<file path="src/rtl/sba_preload_pkg.sv">
// sba_preload_pkg: FSM states, DM register map, DMI encodings and error codes for the SBA preloader
package sba_preload_pkg;
  typedef enum logic [3:0] {
    S_IDLE,
    S_ACT,
    S_CFG,
    S_POLL_CFG,
    S_ADDR,
    S_POLL_ADDR,
    S_WAITD,
    S_DATA,
    S_POLL_DATA,
    S_DONE
  } state_e;
  typedef enum logic [1:0] {
    DMI_NOP   = 2'd0,
    DMI_READ  = 2'd1,
    DMI_WRITE = 2'd2
  } dmi_op_e;
  typedef enum logic [1:0] {
    RSP_OK   = 2'd0,
    RSP_FAIL = 2'd2,
    RSP_BUSY = 2'd3
  } dmi_resp_e;
  typedef enum logic [2:0] {
    ERR_NONE      = 3'd0,
    ERR_MISALIGN  = 3'd1,
    ERR_DMI       = 3'd2,
    ERR_TIMEOUT   = 3'd3,
    ERR_SBERROR   = 3'd4,
    ERR_SBBUSYERR = 3'd5
  } err_code_e;
  localparam logic [6:0] ADDR_DMCONTROL = 7'h10;
  localparam logic [6:0] ADDR_SBCS = 7'h38;
  localparam logic [6:0] ADDR_SBADDR0 = 7'h39;
  localparam logic [6:0] ADDR_SBDATA0 = 7'h3C;
  localparam logic [31:0] DMCONTROL_ACT = 32'h0000_0001;
  // sbaccess=32-bit, autoincrement, and W1C of any stale sberror/sbbusyerror
  localparam logic [31:0] SBCS_CFG = 32'h0045_7000;
  localparam int SBCS_SBBUSYERROR = 22;
  localparam int SBCS_SBBUSY = 21;
  localparam int SBCS_SBERR_HI = 14;
  localparam int SBCS_SBERR_LO = 12;
endpackage

</file>
<file path="src/rtl/sba_preload_dmi_xact.sv">
// sba_preload_dmi_xact: one outstanding DMI request; re-issues the same request on a busy response
module sba_preload_dmi_xact
  import sba_preload_pkg::*;
(
  input  logic        clk,
  input  logic        rst_n,
  input  logic        req,
  input  logic [6:0]  addr,
  input  logic [1:0]  op,
  input  logic [31:0] wdata,
  output logic        done,
  output logic        fail,
  output logic [31:0] rdata,
  output logic        dmi_req_valid,
  input  logic        dmi_req_ready,
  output logic [6:0]  dmi_req_addr,
  output logic [1:0]  dmi_req_op,
  output logic [31:0] dmi_req_data,
  input  logic        dmi_rsp_valid,
  output logic        dmi_rsp_ready,
  input  logic [31:0] dmi_rsp_data,
  input  logic [1:0]  dmi_rsp_resp
);
  logic wait_rsp;
  logic rsp_hs;
  assign dmi_req_valid = req & ~wait_rsp;
  assign dmi_req_addr = addr;
  assign dmi_req_op = op;
  assign dmi_req_data = wdata;
  assign dmi_rsp_ready = wait_rsp;
  assign rsp_hs = wait_rsp & dmi_rsp_valid;
  assign done = rsp_hs & (dmi_rsp_resp != RSP_BUSY);
  assign fail = dmi_rsp_resp != RSP_OK;
  assign rdata = dmi_rsp_data;
  // a busy response drops back to the request phase with the caller's fields unchanged
  always_ff @(posedge clk or negedge rst_n) begin
    if (!rst_n) wait_rsp <= 1'b0;
    else if (dmi_req_valid & dmi_req_ready) wait_rsp <= 1'b1;
    else if (rsp_hs) wait_rsp <= 1'b0;
  end
endmodule

</file>
<file path="src/rtl/sba_preload_seq.sv">
// sba_preload_seq: preloads SBA memory through the DM's DMI port from a word stream
// SBA_PRELOAD_ERRCHK_EN: also abort on SBCS sberror / sbbusyerror during polls
module sba_preload_seq
  import sba_preload_pkg::*;
#(
  parameter int NumWordsW = 16,
  parameter int PollTimeout = 1024
) (
  input  logic                 clk,
  input  logic                 rst_n,
  input  logic                 start_i,
  input  logic [31:0]          base_addr_i,
  input  logic [NumWordsW-1:0] num_words_i,
  input  logic                 wdata_valid_i,
  input  logic [31:0]          wdata_i,
  output logic                 wdata_ready_o,
  output logic                 dmi_req_valid_o,
  input  logic                 dmi_req_ready_i,
  output logic [6:0]           dmi_req_addr_o,
  output logic [1:0]           dmi_req_op_o,
  output logic [31:0]          dmi_req_data_o,
  input  logic                 dmi_rsp_valid_i,
  output logic                 dmi_rsp_ready_o,
  input  logic [31:0]          dmi_rsp_data_i,
  input  logic [1:0]           dmi_rsp_resp_i,
  output logic                 busy_o,
  output logic                 done_o,
  output logic                 err_o,
  output logic [2:0]           err_code_o,
  output logic [NumWordsW-1:0] words_done_o
);
  localparam int PW = $clog2(PollTimeout) + 1;
  state_e state_q, state_d;
  err_code_e code_q, code_d, ec;
  logic [31:0] base_q, word_q, x_data, x_rdata;
  logic [NumWordsW-1:0] num_q, words_q, words_d;
  logic [PW-1:0] poll_q, poll_d;
  logic err_q, err_d;
  logic x_req, is_poll, x_done, x_fail, x_rsp_ready, unused_rdata;
  logic [6:0] x_addr;
  logic [1:0] x_op;
  assign is_poll = state_q inside {S_POLL_CFG, S_POLL_ADDR, S_POLL_DATA};
  assign x_req = is_poll | (state_q inside {S_ACT, S_CFG, S_ADDR, S_DATA});
  assign x_addr = is_poll ? ADDR_SBCS :
                  state_q == S_ACT ? ADDR_DMCONTROL :
                  state_q == S_CFG ? ADDR_SBCS :
                  state_q == S_ADDR ? ADDR_SBADDR0 :
                  state_q == S_DATA ? ADDR_SBDATA0 : 7'd0;
  assign x_op = is_poll ? DMI_READ : x_req ? DMI_WRITE : DMI_NOP;
  assign x_data = state_q == S_ACT ? DMCONTROL_ACT :
                  state_q == S_CFG ? SBCS_CFG :
                  state_q == S_ADDR ? base_q :
                  state_q == S_DATA ? word_q : 32'd0;
  assign unused_rdata = ^x_rdata;
  sba_preload_dmi_xact u_xact (
    .clk           (clk),
    .rst_n         (rst_n),
    .req           (x_req),
    .addr          (x_addr),
    .op            (x_op),
    .wdata         (x_data),
    .done          (x_done),
    .fail          (x_fail),
    .rdata         (x_rdata),
    .dmi_req_valid (dmi_req_valid_o),
    .dmi_req_ready (dmi_req_ready_i),
    .dmi_req_addr  (dmi_req_addr_o),
    .dmi_req_op    (dmi_req_op_o),
    .dmi_req_data  (dmi_req_data_o),
    .dmi_rsp_valid (dmi_rsp_valid_i),
    .dmi_rsp_ready (x_rsp_ready),
    .dmi_rsp_data  (dmi_rsp_data_i),
    .dmi_rsp_resp  (dmi_rsp_resp_i)
  );
  // IDLE keeps rsp_ready high so stray responses are drained
  assign dmi_rsp_ready_o = x_rsp_ready | (state_q == S_IDLE);
  assign wdata_ready_o = state_q == S_WAITD;
  assign busy_o = state_q != S_IDLE;
  assign done_o = state_q == S_DONE;
  assign err_o = err_q;
  assign err_code_o = code_q;
  assign words_done_o = words_q;
  always_ff @(posedge clk or negedge rst_n) begin
    if (!rst_n) begin
      state_q <= S_IDLE;
      code_q <= ERR_NONE;
      err_q <= 1'b0;
      base_q <= '0;
      num_q <= '0;
      word_q <= '0;
      words_q <= '0;
      poll_q <= '0;
    end else begin
      state_q <= state_d;
      code_q <= code_d;
      err_q <= err_d;
      words_q <= words_d;
      poll_q <= poll_d;
      if (state_q == S_IDLE && start_i) begin
        base_q <= base_addr_i;
        num_q <= num_words_i;
      end
      if (state_q == S_WAITD && wdata_valid_i) word_q <= wdata_i;
    end
  end
  always_comb begin
    state_d = state_q;
    code_d = code_q;
    err_d = err_q;
    words_d = words_q;
    poll_d = poll_q;
    ec = ERR_NONE;
    case (state_q)
      S_IDLE: if (start_i) begin
        err_d = 1'b0;
        code_d = ERR_NONE;
        words_d = '0;
        poll_d = '0;
        if (base_addr_i[1:0] != 2'b00) ec = ERR_MISALIGN;
        else state_d = (num_words_i == '0) ? S_DONE : S_ACT;
      end
      S_ACT, S_CFG, S_ADDR, S_DATA: if (x_done) begin
        if (x_fail) ec = ERR_DMI;
        else state_d = state_q == S_ACT ? S_CFG :
                       state_q == S_CFG ? S_POLL_CFG :
                       state_q == S_ADDR ? S_POLL_ADDR : S_POLL_DATA;
      end
      S_POLL_CFG, S_POLL_ADDR, S_POLL_DATA: if (x_done) begin
        if (x_fail) ec = ERR_DMI;
`ifdef SBA_PRELOAD_ERRCHK_EN
        else if (x_rdata[SBCS_SBBUSYERROR]) ec = ERR_SBBUSYERR;
        else if (x_rdata[SBCS_SBERR_HI:SBCS_SBERR_LO] != 3'd0) ec = ERR_SBERROR;
`endif
        else if (x_rdata[SBCS_SBBUSY]) begin
          if (poll_q == PW'(PollTimeout - 1)) ec = ERR_TIMEOUT;
          else poll_d = poll_q + PW'(1);
        end else begin
          poll_d = '0;
          if (state_q == S_POLL_CFG) state_d = S_ADDR;
          else if (state_q == S_POLL_ADDR) state_d = S_WAITD;
          else begin
            words_d = (words_q == num_q) ? words_q : words_q + NumWordsW'(1);
            state_d = (words_q + NumWordsW'(1) == num_q) ? S_DONE : S_WAITD;
          end
        end
      end
      S_WAITD: if (wdata_valid_i) state_d = S_DATA;
      S_DONE: state_d = S_IDLE;
      default: state_d = S_IDLE;
    endcase
    if (ec != ERR_NONE) begin
      state_d = S_IDLE;
      err_d = 1'b1;
      code_d = ec;
    end
  end
endmodule

</file>
<file path="config.mk">
export PLATFORM = sky130hd
export DESIGN_NAME = sba_preload_seq
export DESIGN_NICKNAME = d
export VERILOG_FILES = /design/src/rtl/sba_preload_pkg.sv /design/src/rtl/sba_preload_dmi_xact.sv /design/src/rtl/sba_preload_seq.sv
export SDC_FILE = /design/constraint.sdc
export NUM_CORES = 1
export LEC_CHECK = 0
export ABC_CLOCK_PERIOD_IN_PS = 2900
export BUFFER_PORTS_ARGS = -buffer_cell sky130_fd_sc_hd__clkbuf_2
export CAP_MARGIN = 40
export CORE_AREA = 5 5 119 121
export DETAILED_ROUTE_END_ITERATION = 8
export DIE_AREA = 0 0 124 126
export GPL_ROUTABILITY_DRIVEN = 0
export MAX_ROUTING_LAYER = met4
export PLACE_DENSITY = 0.82
export SYNTH_ARGS = -nofsm -noshare
export SYNTH_HDL_FRONTEND = slang
export SYNTH_HIERARCHICAL = 1
export SYNTH_SLANG_ARGS = --single-unit
</file>
<file path="constraint.sdc">
create_clock -name clk -period 2.9 [get_ports clk]
set_input_delay 0.145 -clock clk [delete_from_list [all_inputs] [get_ports clk]]
set_output_delay 0.145 -clock clk [all_outputs]
set_load 0.01 [all_outputs]
</file>
Yosys cells after proc, flatten, opt, wreduce, memory -nomap -nowiden
Index checks and enable logic that the tools add are counted.
{"block": "totals", "rom_bits": 0, "latchBits": 0, "memories": 0, "in_bits": 120, "out_inout_bits": 66, "regBits": 116, "elab_cells": 126, "ram_bits": 0}
{"block": "classes", "bitwise_logic": 7, "add_sub_neg": 2, "n_eq_ne": 29, "n_mux": 59, "order_cmp": 0, "div": 0, "n_reduce_logical": 20, "mul": 0, "shifts": 0}
{"operator": "two-way mux 32 bit", "count": 4}
{"operator": "two-way mux 16 bit", "count": 7}
{"operator": "two-way mux 4 bit", "count": 16}
{"operator": "two-way mux 11 bit", "count": 5}
{"operator": "== test 16 bit", "count": 2}
{"operator": "case mux 16 bit (2 select lines)", "count": 1}
{"operator": "two-way mux 6 bit", "count": 5}
{"operator": "case mux 11 bit (2 select lines)", "count": 1}
{"operator": "adder 16 x 1 -> 16 bit, second input constant", "count": 1}
{"operator": "== test 4 x 3 -> 1 bit, second input constant", "count": 4}
{"operator": "zero test 16 bit", "count": 1}
{"operator": "two-way mux 2 bit", "count": 8}
{"operator": "case mux 4 bit (4 select lines)", "count": 1}
{"operator": "AND reduction 8 bit", "count": 2}
{"operator": "inequality test 3 x 2 -> 1 bit, second input constant", "count": 5}
{"operator": "inequality test 2 bit, second input constant", "count": 7}
{"operator": "inequality test 3 bit, second input constant", "count": 4}
{"operator": "nonzero test 2 bit", "count": 6}
{"operator": "adder 11 x 1 -> 11 bit, second input constant", "count": 1}
{"operator": "== test 11 x 10 -> 1 bit, second input constant", "count": 1}
{"operator": "two-way mux 3 bit", "count": 3}
{"operator": "== test 4 x 2 -> 1 bit, second input constant", "count": 2}
{"operator": "== test 4 bit, second input constant", "count": 2}
{"operator": "nonzero test 4 bit", "count": 2}
{"operator": "other kinds (14)", "count": 26}

Longest topological paths before layout
Gate-level depths: netlist of the first run.
{"block": "logic_depth", "word_depth": 10, "depth_mapped": 9}

By module
Netlist of the first run, hierarchy kept.
{"mod": "sba_preload_seq", "area_each_um2": 6114.6, "cells_each": 654, "instances": 1, "seq_area_each_um2": 2852.7}
{"mod": "sba_preload_dmi_xact", "area_each_um2": 609.3, "cells_each": 80, "instances": 1, "seq_area_each_um2": 25.0}

Worst setup path after synthesis of the first run
Ideal clock, no wire load.
{"block": "synth_path", "path_kind": "register -> register", "start": "reg words_q[0], in the netlist words_done_o[0]", "end": "reg state_q[3]", "setup_ps": 80, "arrival_ps": 2239, "required_time_ps": 2820, "path_buffers": 0, "period_less_slack_ps": 2319, "path_stages_with_launch": 8, "slack_ps": 581, "path_cell_list": "dfrtp_1 -> ha_1 -> nand3_1 -> nor4_1 -> xnor2_1 -> o2111ai_2 -> or3_4 -> o211ai_2"}
{"block": "synth_via", "elab_chain_cells": 10}
{"item": "from (decl)", "line_no": "sba_preload_seq.sv:36", "rtl": "logic [NumWordsW-1:0] num_q, words_q, words_d;"}
{"item": "from (signal assigned)", "line_no": "sba_preload_seq.sv:97", "rtl": "words_q <= words_d;"}
{"item": "adder 16 x 1 -> 16 bit", "line_no": "sba_preload_seq.sv:143", "rtl": "state_d = (words_q + NumWordsW'(1) == num_q) ? S_DONE : S_WAITD;"}
{"item": "== test 16 bit", "line_no": "sba_preload_seq.sv:143"}
{"item": "two-way mux 4 bit", "line_no": "sba_preload_seq.sv:143"}
{"item": "two-way mux 4 bit", "line_no": "sba_preload_seq.sv:140", "rtl": "else if (state_q == S_POLL_ADDR) state_d = S_WAITD;"}
{"item": "two-way mux 4 bit", "line_no": "sba_preload_seq.sv:139", "rtl": "if (state_q == S_POLL_CFG) state_d = S_ADDR;"}
{"item": "two-way mux 4 bit", "line_no": "sba_preload_seq.sv:134", "rtl": "else if (x_rdata[SBCS_SBBUSY]) begin"}
{"item": "two-way mux 4 bit", "line_no": "sba_preload_seq.sv:129", "rtl": "if (x_fail) ec = ERR_DMI;"}
{"item": "two-way mux 4 bit", "line_no": "sba_preload_seq.sv:128", "rtl": "S_POLL_CFG, S_POLL_ADDR, S_POLL_DATA: if (x_done) begin"}
{"item": "case mux 4 bit (4 select lines)", "line_no": "sba_preload_seq.sv:113", "rtl": "case (state_q)"}
{"item": "two-way mux 4 bit", "line_no": "sba_preload_seq.sv:151", "rtl": "if (ec != ERR_NONE) begin"}
{"item": "to (signal assigned)", "line_no": "sba_preload_seq.sv:94", "rtl": "state_q <= state_d;"}
{"item": "to (decl)", "line_no": "sba_preload_seq.sv:33", "rtl": "state_e state_q, state_d;"}
No other way between the ends. The select of a mux whose other input is x is not followed.
A chain may end at the register's enable or synchronous reset.

Worst setup path in the final report of the first run
{"block": "layout_path", "start": "reg state_q[1]", "end": "out dmi_req_data_o[23]"}
{"block": "layout_via", "elab_chain_cells": 5}
{"item": "== test 4 x 3 -> 1 bit", "line_no": "sba_preload_seq.sv:53", "rtl": "state_q == S_DATA ? word_q : 32'd0;"}
{"item": "two-way mux 32 bit", "line_no": "sba_preload_seq.sv:53"}
{"item": "two-way mux 32 bit", "line_no": "sba_preload_seq.sv:52", "rtl": "state_q == S_ADDR ? base_q :"}
{"item": "two-way mux 32 bit", "line_no": "sba_preload_seq.sv:51", "rtl": "state_q == S_CFG ? SBCS_CFG :"}
{"item": "two-way mux 32 bit *", "line_no": "sba_preload_seq.sv:50", "rtl": "assign x_data = state_q == S_ACT ? DMCONTROL_ACT :"}
{"item": "to (decl)", "line_no": "sba_preload_seq.sv:21", "rtl": "output logic [31:0] dmi_req_data_o,"}
Mark *: on every way between the ends. The rest lies on a longest branch, timed or not.

==> key figures, run 1 <==
Drt
  – Metal2 WL: 9.396 mm
  – DRT iter0 DRCs: 477
  – Via Count: 5878
  – Highest metal used: met4
  – Vias/cell: 5.488
  – ANT nets after route: 0
  – DR WL/cell: 17.53 um
  – Metal-1 WL: 7.756 mm
  – DRT Pass-1 Iters: 5
  – DRC Markers: 0
  – Routed length on met3: between 1 and 1.5 mm
  – Routed WL: 18.77 mm

GRT
  – Vias in the first global route: approximately 6000
  – Initial antenna violation count: 1
  – Grt ovf: 0
  – First-pass GRT wire length: 30.23 mm
  – Largest net degree at the start of global routing: 64
  – Total Routing Usage GR: 0.2534

Placed design
  – Hpwl dp: 11.17 mm
  – # port buffers: between 150 and 200
  – Pre-CTS WS: 0.2788 ns

Setup path
  – Reg2Reg Depth: 6
  – Worst EP required: 2.76 ns
  – CP startpoint kind: flip-flop
  – Max incr delay on CP: between 0.5 and 0.6 ns
  – R2R setup slack: between 0.2 and 0.3 ns
  – Crit-path cells: buf_4, and2_1, nor2b_2, buf_4, a22o_1, clkbuf_2
  – Worst setup EP type: output port
  – CP max stage cell: dfrtp_1
  – Critical Path AT: roughly 2.5 ns
  – Worst setup path category: flip-flop to output port
  – Crit-path max FO: 27
  – Cell mode on critical path: buf_4

Yosys
  – Synth warn: 6
  – Mapped Cells: ~700
  – Mapped Area: 6491 sq um
  – Avg Cell Area, Syn: 9.234 sq um

CTS
  – Clk_lat worst skew: 0.41 ns
  – H-tree depth: 4
  – Clock Tree Root: clkbuf_16
  – CTS tree: built
  – Cts hold-fix bufs: 82
  – CTS buffer count: 17
  – Max clock buf depth: 2
  – Sink Count: 115
  – Post-CTS Setup Repair Bufs: 0
  – Gates resized, CTS repair: 0
  – Clk pin slew, worst setup/hold paths: approximately 0.050 ns

Layout
  – Multi-input logic area: 3114 sq um
  – Nets@finish: 1006
  – Sequential cell area: 2878 sq um
  – Area growth, synth to finish: 30.32%
  – Fillers: 1001
  – Layout cells sized above 1: 0.2864

Status
  – Outcome: completed

Floorplanning
  – Die Wd: 124 um
  – I/O pin cnt: 186
  – Num rows: 42
  – Die ar.: roughly 16000 sq um
  – Die Ht: 126 um
  – CORE AREA: 12980 sq um
  – Initial Utilization: 0.5001

Timing
  – Worst-margin pin slew: about 0.79 ns
  – Worst clock skew: 0.007913 ns
  – Finish-stage setup viols: 0
  – Tcrit/Tclk final: 0.9088
  – FMAX: roughly 0.38 GHz
  – Hold Fails Final Rpt: 0
  – Setup TNS: 0 ns
  – Post-layout minimum cycle time: 2.635 ns
  – Fin worst setup slack: around 0.26 ns
  – Final slew viol count: 0
  – RSZ-0062 raised after global routing: false
  – Slew margin rel.: 0.4726

Power
  – LEAKAGE: 4.148 nW
  – Peak supply drop: 0.0006403 V
  – Pwr Density: between 800 and 900 nW/um^2

Hold path
  – Hold Crit Class: input port to flip-flop
  – Hold path cells: 3

Job
  – Maxcap violations: 0
[layout make-up]
class / instances / area share
well taps: 176 / 0.02603
flip-flops and latches: 115 / 0.3402
clock inverters: 5 / 0.006212
clock buffers: 24 / 0.05813
repair buffers: 244 / 0.1979
multi-input cells: 499 / 0.3681
inverters: 7 / 0.003106
diodes: 1 / 0.0002958
[path summary, 6_finish.rpt]
kind	start	endpoint
max	state_q[1]$_DFFE_PN0P_	dmi_req_data_o[23]
min	dmi_rsp_valid_i	u_xact/dmi_rsp_ready$_DFFE_PN0P_
max reg2reg	state_q[2]$_DFFE_PN0P_	poll_q[3]$_DFFE_PN0P_
min reg2reg	base_q[2]$_DFFE_PN0P_	base_q[2]$_DFFE_PN0P_
max in group asynchronous	rst_n	u_xact/dmi_rsp_ready$_DFFE_PN0P_
min in group asynchronous	rst_n	num_q[13]$_DFFE_PN0P_
[metal layers]
layer | vias to the layer above | global-route usage
li1 | 2748 | -
met1 | 2837 | 0.3133
met2 | 246 | 0.4063
met3 | 47 | 0.05381
met4 | 0 | 0.09794
met5 | - | -
[layout by cell type (no fill, tap or decap), types with 3 or more instances in the layout]
cell type and count:
nor2_1 34, clkbuf_2 150, nor2b_1 4, nand2_1 182
a22o_1 34, or2_2 6, o21ai_0 24, inv_1 6
mux2i_1 4, nor4_1 9, a2111oi_2 3, nand2b_1 7
clkbuf_1 3, nand4_1 7, clkbuf_16 17, and3_1 5
xnor2_1 21, dlygate4sd3_1 82, o31ai_1 3, clkinv_2 3
and2_1 3, dfrtp_1 115, a21oi_1 18, clkbuf_8 4
a211oi_1 6, or3_1 6, conb_1 3, xor2_1 13
mux2_2 32, nand3_1 10, buf_4 11, nor3_1 6
o2bb2ai_1 3, a31o_2 3
[power breakdown]
group	switching (W)	internal [W]	leakage (nW)
combinational	0.00140	0.00103	2.38
clock	0.000691	0.00125	0.268
sequential	0.000399	0.00216	1.50
[state kept, by name (all words and copies together) (netlist names)]
| name | count |
|---|---|
| base_q | 32 |
| word_q | 32 |
| num_q | 16 |
| words_done_o | 16 |
| poll_q | 11 |
| state_q | 4 |
| err_code_o | 2 |
| err_o | 1 |
| u_xact/dmi_rsp_ready | 1 |
[stage by stage]
step	cell area [sq um]	utilization	instances	power (W)	hold WS [ns]
2_1_floorplan	6499	-	705	0.004278	-0.1506
3_3_place_gp	7092	0.5464	959	0.004776	0.2247
3_5_place_dp	7092	0.5464	959	0.004846	0.2294
4_1_cts	8457	0.6515	1070	0.006896	0.02778
5_1_grt	8459	0.6517	1071	0.007362	0.03990
6_report	8459	0.6517	1071	0.006933	0.03603
[worst max-delay path, delay by kind of cell, from the launching register on]
family / cells / cell delay [ns]
buf+inv: 3 / 0.71
simple gates: 2 / 0.60
compound gates: 1 / 0.22
flops: 1 / 0.54
No activity file was read; power rests on OpenSTA's default activity.
==> run 2, diff against run 1 <==
--- a/config.mk
+++ b/config.mk
@@ -7,14 +7,13 @@
 export LEC_CHECK = 0
 export ABC_CLOCK_PERIOD_IN_PS = 2900
 export BUFFER_PORTS_ARGS = -buffer_cell sky130_fd_sc_hd__clkbuf_2
-export CAP_MARGIN = 40
-export CORE_AREA = 5 5 119 121
+export CAP_MARGIN = 25
+export CORE_AREA = 5 5 162 164
 export DETAILED_ROUTE_END_ITERATION = 8
-export DIE_AREA = 0 0 124 126
+export DIE_AREA = 0 0 167 169
 export GPL_ROUTABILITY_DRIVEN = 0
 export MAX_ROUTING_LAYER = met4
-export PLACE_DENSITY = 0.82
+export PLACE_DENSITY = 0.46
 export SYNTH_ARGS = -nofsm -noshare
 export SYNTH_HDL_FRONTEND = slang
-export SYNTH_HIERARCHICAL = 1
 export SYNTH_SLANG_ARGS = --single-unit
==> run 2 against run 1 <==
Cell count increased by 15%; register-to-register slack better by 0.02 ns; total power up 9.6%; clock power up 11%; setup slack got worse by 0.021 ns; flip-flop and latch count unchanged; sequential share of layout area decreased by 0.70 points; highest routed layer unchanged.
==> key figures, run 2 <==
Hold path
  – Hold path startpoint: num_words_i[1]
  – Hold path cells: 3 (unchanged)
  – Hold Crit Class: input port to flip-flop
  – Hold Path End: num_q[1]$_DFFE_PN0P_

Yosys
  – Mapped Cells: 655 (-6.8%)
  – Most common cell in the synthesized netlist: nand2_1
  – Register bit total from synthesis: 115
  – Mapped Area: 6056 sq um (-6.7%)
  – Top post-synthesis cells by area: dfrtp_1 48%, nand2_1 11%, mux2_2 6.0%
  – Top FF cell, synth: dfrtp_1
  – Avg Cell Area, Syn: 9.246 sq um (+0.13%)
  – Cell taking the most area after synthesis: dfrtp_1
  – Asr flop ratio synth: 1.000
  – Register area share after synthesis: 0.4752
  – Synth cell count leaders: 174 x nand2_1, 115 x dfrtp_1, 53 x nor2_1
  – Post-synth EDFFs: 0
  – Distinct cells, synth: 67
  – Post-synth top area share: 0.4752
  – Synth warn: 0 (-6)

CTS
  – Max clock buf depth: 2 (unchanged)
  – Clk_lat worst skew: 0.41 ns (about the same)
  – Clk pin slew, worst setup/hold paths: 0.05 ns (about the same)
  – CTS tree: built
  – Sink Count: 115 (unchanged)
  – Post-CTS Setup Repair Bufs: 0 (unchanged)
  – Clock Tree Root: clkbuf_16
  – CTS buffer count: 17 (unchanged)
  – H-tree depth: 4 (unchanged)

Timing
  – Worst clock skew: 0.008779 ns (+0.0008658 ns)
  – Slew margin rel.: 0.5268 (+0.05417)
  – Tcrit/Tclk final: 0.9160 (+0.007219)
  – Finish-stage setup viols: 0 (unchanged)
  – Post-layout minimum cycle time: 2.656 ns (+0.02094 ns)
  – Hold Fails Final Rpt: 0 (unchanged)
  – Setup TNS: 0 ns (unchanged)
  – Final slew viol count: 0 (unchanged)
  – RSZ-0062 raised after global routing: false
  – Worst-margin pin slew: 0.7098 ns (-0.07652 ns)
  – FMAX: 0.3765 GHz (-0.79%)

GRT
  – Vias in the first global route: 5569 (-7.0%)
  – Initial antenna violation count: 2 (+1)
  – Grt ovf: 0 (unchanged)
  – Total Routing Usage GR: 0.1382 (-0.1152)
  – Largest net degree at the start of global routing: 63 (-1.6%)
  – First-pass GRT wire length: 30.17 mm (-0.18%)

Power
  – Clock share of power: 0.284 (+0.004)
  – Pwr Density: 879.6 nW/um^2 (+7.3%)
  – LEAKAGE: 4.199 nW (+1.2%)
  – P_sw: 0.002772 W (+11%)
  – Switching Share: 0.3647 (+0.005100)
  – Peak supply drop: 0.0004454 V (-30%)
  – Comb pwr share: 0.369 (+0.018)
  – Reg power frac: 0.346 (-0.024)
  – Int Power: 0.004829 W (+8.8%)
  – Pwr Total: 0.007601 W (+9.6%)

Setup path
  – Crit-path max FO: 17 (-37%)
  – Critical Path AT: 2.51 ns (+0.02 ns)
  – Worst setup path category: flip-flop to output port
  – R2R Path Start: words_done_o[1]$_DFFE_PN0P_
  – R2R setup slack: 0.31 ns (+0.02 ns)
  – Reg2Reg Depth: 8 (+2)
  – Worst EP required: 2.76 ns (about the same)
  – CP startpoint kind: flip-flop
  – Worst setup EP type: output port
  – Crit Reg-Reg Endpoint: state_q[2]$_DFFE_PN0P_

Placed design
  – Dpl cells: 1115 (+16%)
  – Placed cell areas: 7213 sq um (+1.7%)
  – # port buffers: 151 (unchanged)
  – Hpwl dp: 13.31 mm (+19%)

Layout
  – Final Cell Area: 8642 sq um (+2.2%)
  – Layout cells sized above 1: 0.2862 (about the same)
  – Nets@finish: 1008 (+0.20%)
  – Post-Layout Cell Count: 1230 (+15%)
  – Commonest cells after routing, fill and taps aside: 172 x nand2_1, 150 x clkbuf_2, 114 x dfrtp_1
  – Final core occ: 0.3492 (-0.3025)
  – Commonest non-fill, non-tap cell in the layout: nand2_1
  – Largest regs: base_q: 32 flops, word_q: 32 flops
  – Area growth, synth to finish: 42.71%

Floorplanning
  – I/O pin cnt: 186 (unchanged)
  – Die Wd: 167 um (+35%)
  – Die Ht: 169 um (+34%)
  – Num rows: 58 (+38%)
  – Initial Utilization: 0.2447 (-0.2554)
  – Die ar.: 28220 sq um (+81%)
  – CORE AREA: 24750 sq um (+91%)

Status
  – Outcome: completed

Job
  – Maxcap violations: 0 (unchanged)

Drt
  – DRC Markers: 0 (unchanged)
  – DRT iter0 DRCs: 220 (-54%)
  – Via Count: 5419 (-7.8%)
  – DRT Pass-1 Iters: 5 (unchanged)
  – Routed WL: 18.99 mm (+1.2%)
  – DR WL/cell: 15.44 um (-12%)
  – ANT nets after route: 0 (unchanged)
  – Vias/cell: 4.406 (-20%)
==> run 2: timing repair <==
item,CTS,global route
hold buffers,82,0
resized for setup,0,1
hold endpoints to repair,116,0
setup endpoints to repair,0,4
==> run 2: per-stage QoR <==
stage               setup WS, ns  hold slack [ns]
floorplan                 0.5602          -0.1506
global placement          0.3491           0.1643
detailed placement        0.3239           0.1621
CTS                       0.1128         0.009891
global route              0.1041          0.02896
finish                    0.2437          0.01776
==> run 2: cell families (layout without fill, tap and decap cells) <==
group | Yosys count | after routing | synth area share
AND/OR/NAND/NOR | 315 | 315 | 0.2409
flip-flops | 115 | 115 | 0.4752
adder cells (fa/ha/maj) | 2 | 2 | 0.004132
multiplexers | 35 | 35 | 0.06446
XOR/XNOR | 49 | 49 | 0.07087
other | 1 | 5 | 0.0006192
AO/OA/AOI/OAI | 84 | 84 | 0.1014
buffers and inverters | 54 | 295 | 0.04235
==> run 2: final cells by class <==
cell class	count	area (sq um)
Clock buffer	21	470.5
Antenna cell	2	5.005
Timing Repair Buffer	255	1769
Clock inverter	10	131.4
Tap cell	330	412.9
Fill cell	2570	16100
Inverter	9	33.78
Sequential cell	115	2879
Multi-Input combinational cell	488	2940
==> run 2: power groups by stage <==
| stage | Combinational (W) | Clock (W) | Sequential [W] |
|---|---|---|---|
| final | 0.00281 | 0.00216 | 0.00263 |
| after global routing | 0.00314 | 0.00229 | 0.00272 |
| after CTS | 0.00286 | 0.00222 | 0.00263 |
| after detailed placement | 0.00275 | 0 | 0.00266 |
| after global placement | 0.00273 | 0 | 0.00265 |
| after floorplan | 0.00192 | 0 | 0.00250 |
==> run 2: worst max path at each step <==
stage	cells after the start	end	startpoint	slack, ns
5_1_grt	7	dmi_req_data_o[5]	state_q[3]$_DFFE_PN0P_	0.10
4_1_cts	6	dmi_req_data_o[5]	state_q[2]$_DFFE_PN0P_	0.11
3_5_place_dp	8	state_q[2]$_DFFE_PN0P_	words_done_o[1]$_DFFE_PN0P_	0.32
3_3_place_gp	8	state_q[2]$_DFFE_PN0P_	words_done_o[1]$_DFFE_PN0P_	0.35
2_1_floorplan	10	words_done_o[13]$_DFFE_PN0P_	words_done_o[8]$_DFFE_PN0P_	0.56
6_report	7	dmi_req_data_o[5]	state_q[3]$_DFFE_PN0P_	0.24
==> run 2: critical path, cell delays in order (launching register included) <==
cell and delay (ns):
dfrtp_1 0.42, buf_4 0.22, nand2b_1 0.29, inv_1 0.17, and3_1 0.35, buf_4 0.31
a22o_1 0.20, clkbuf_2 0.14
==> run 2: routing by layer <==
layer  vias to the layer above  GRT usage  wire length (um)
met2                       129     0.2145              8804
li1                       2691          -                 -
met1                      2586     0.1822              8873
met3                        13    0.03433              1088
met4                         0    0.03451               220
met5                         -          -                 0
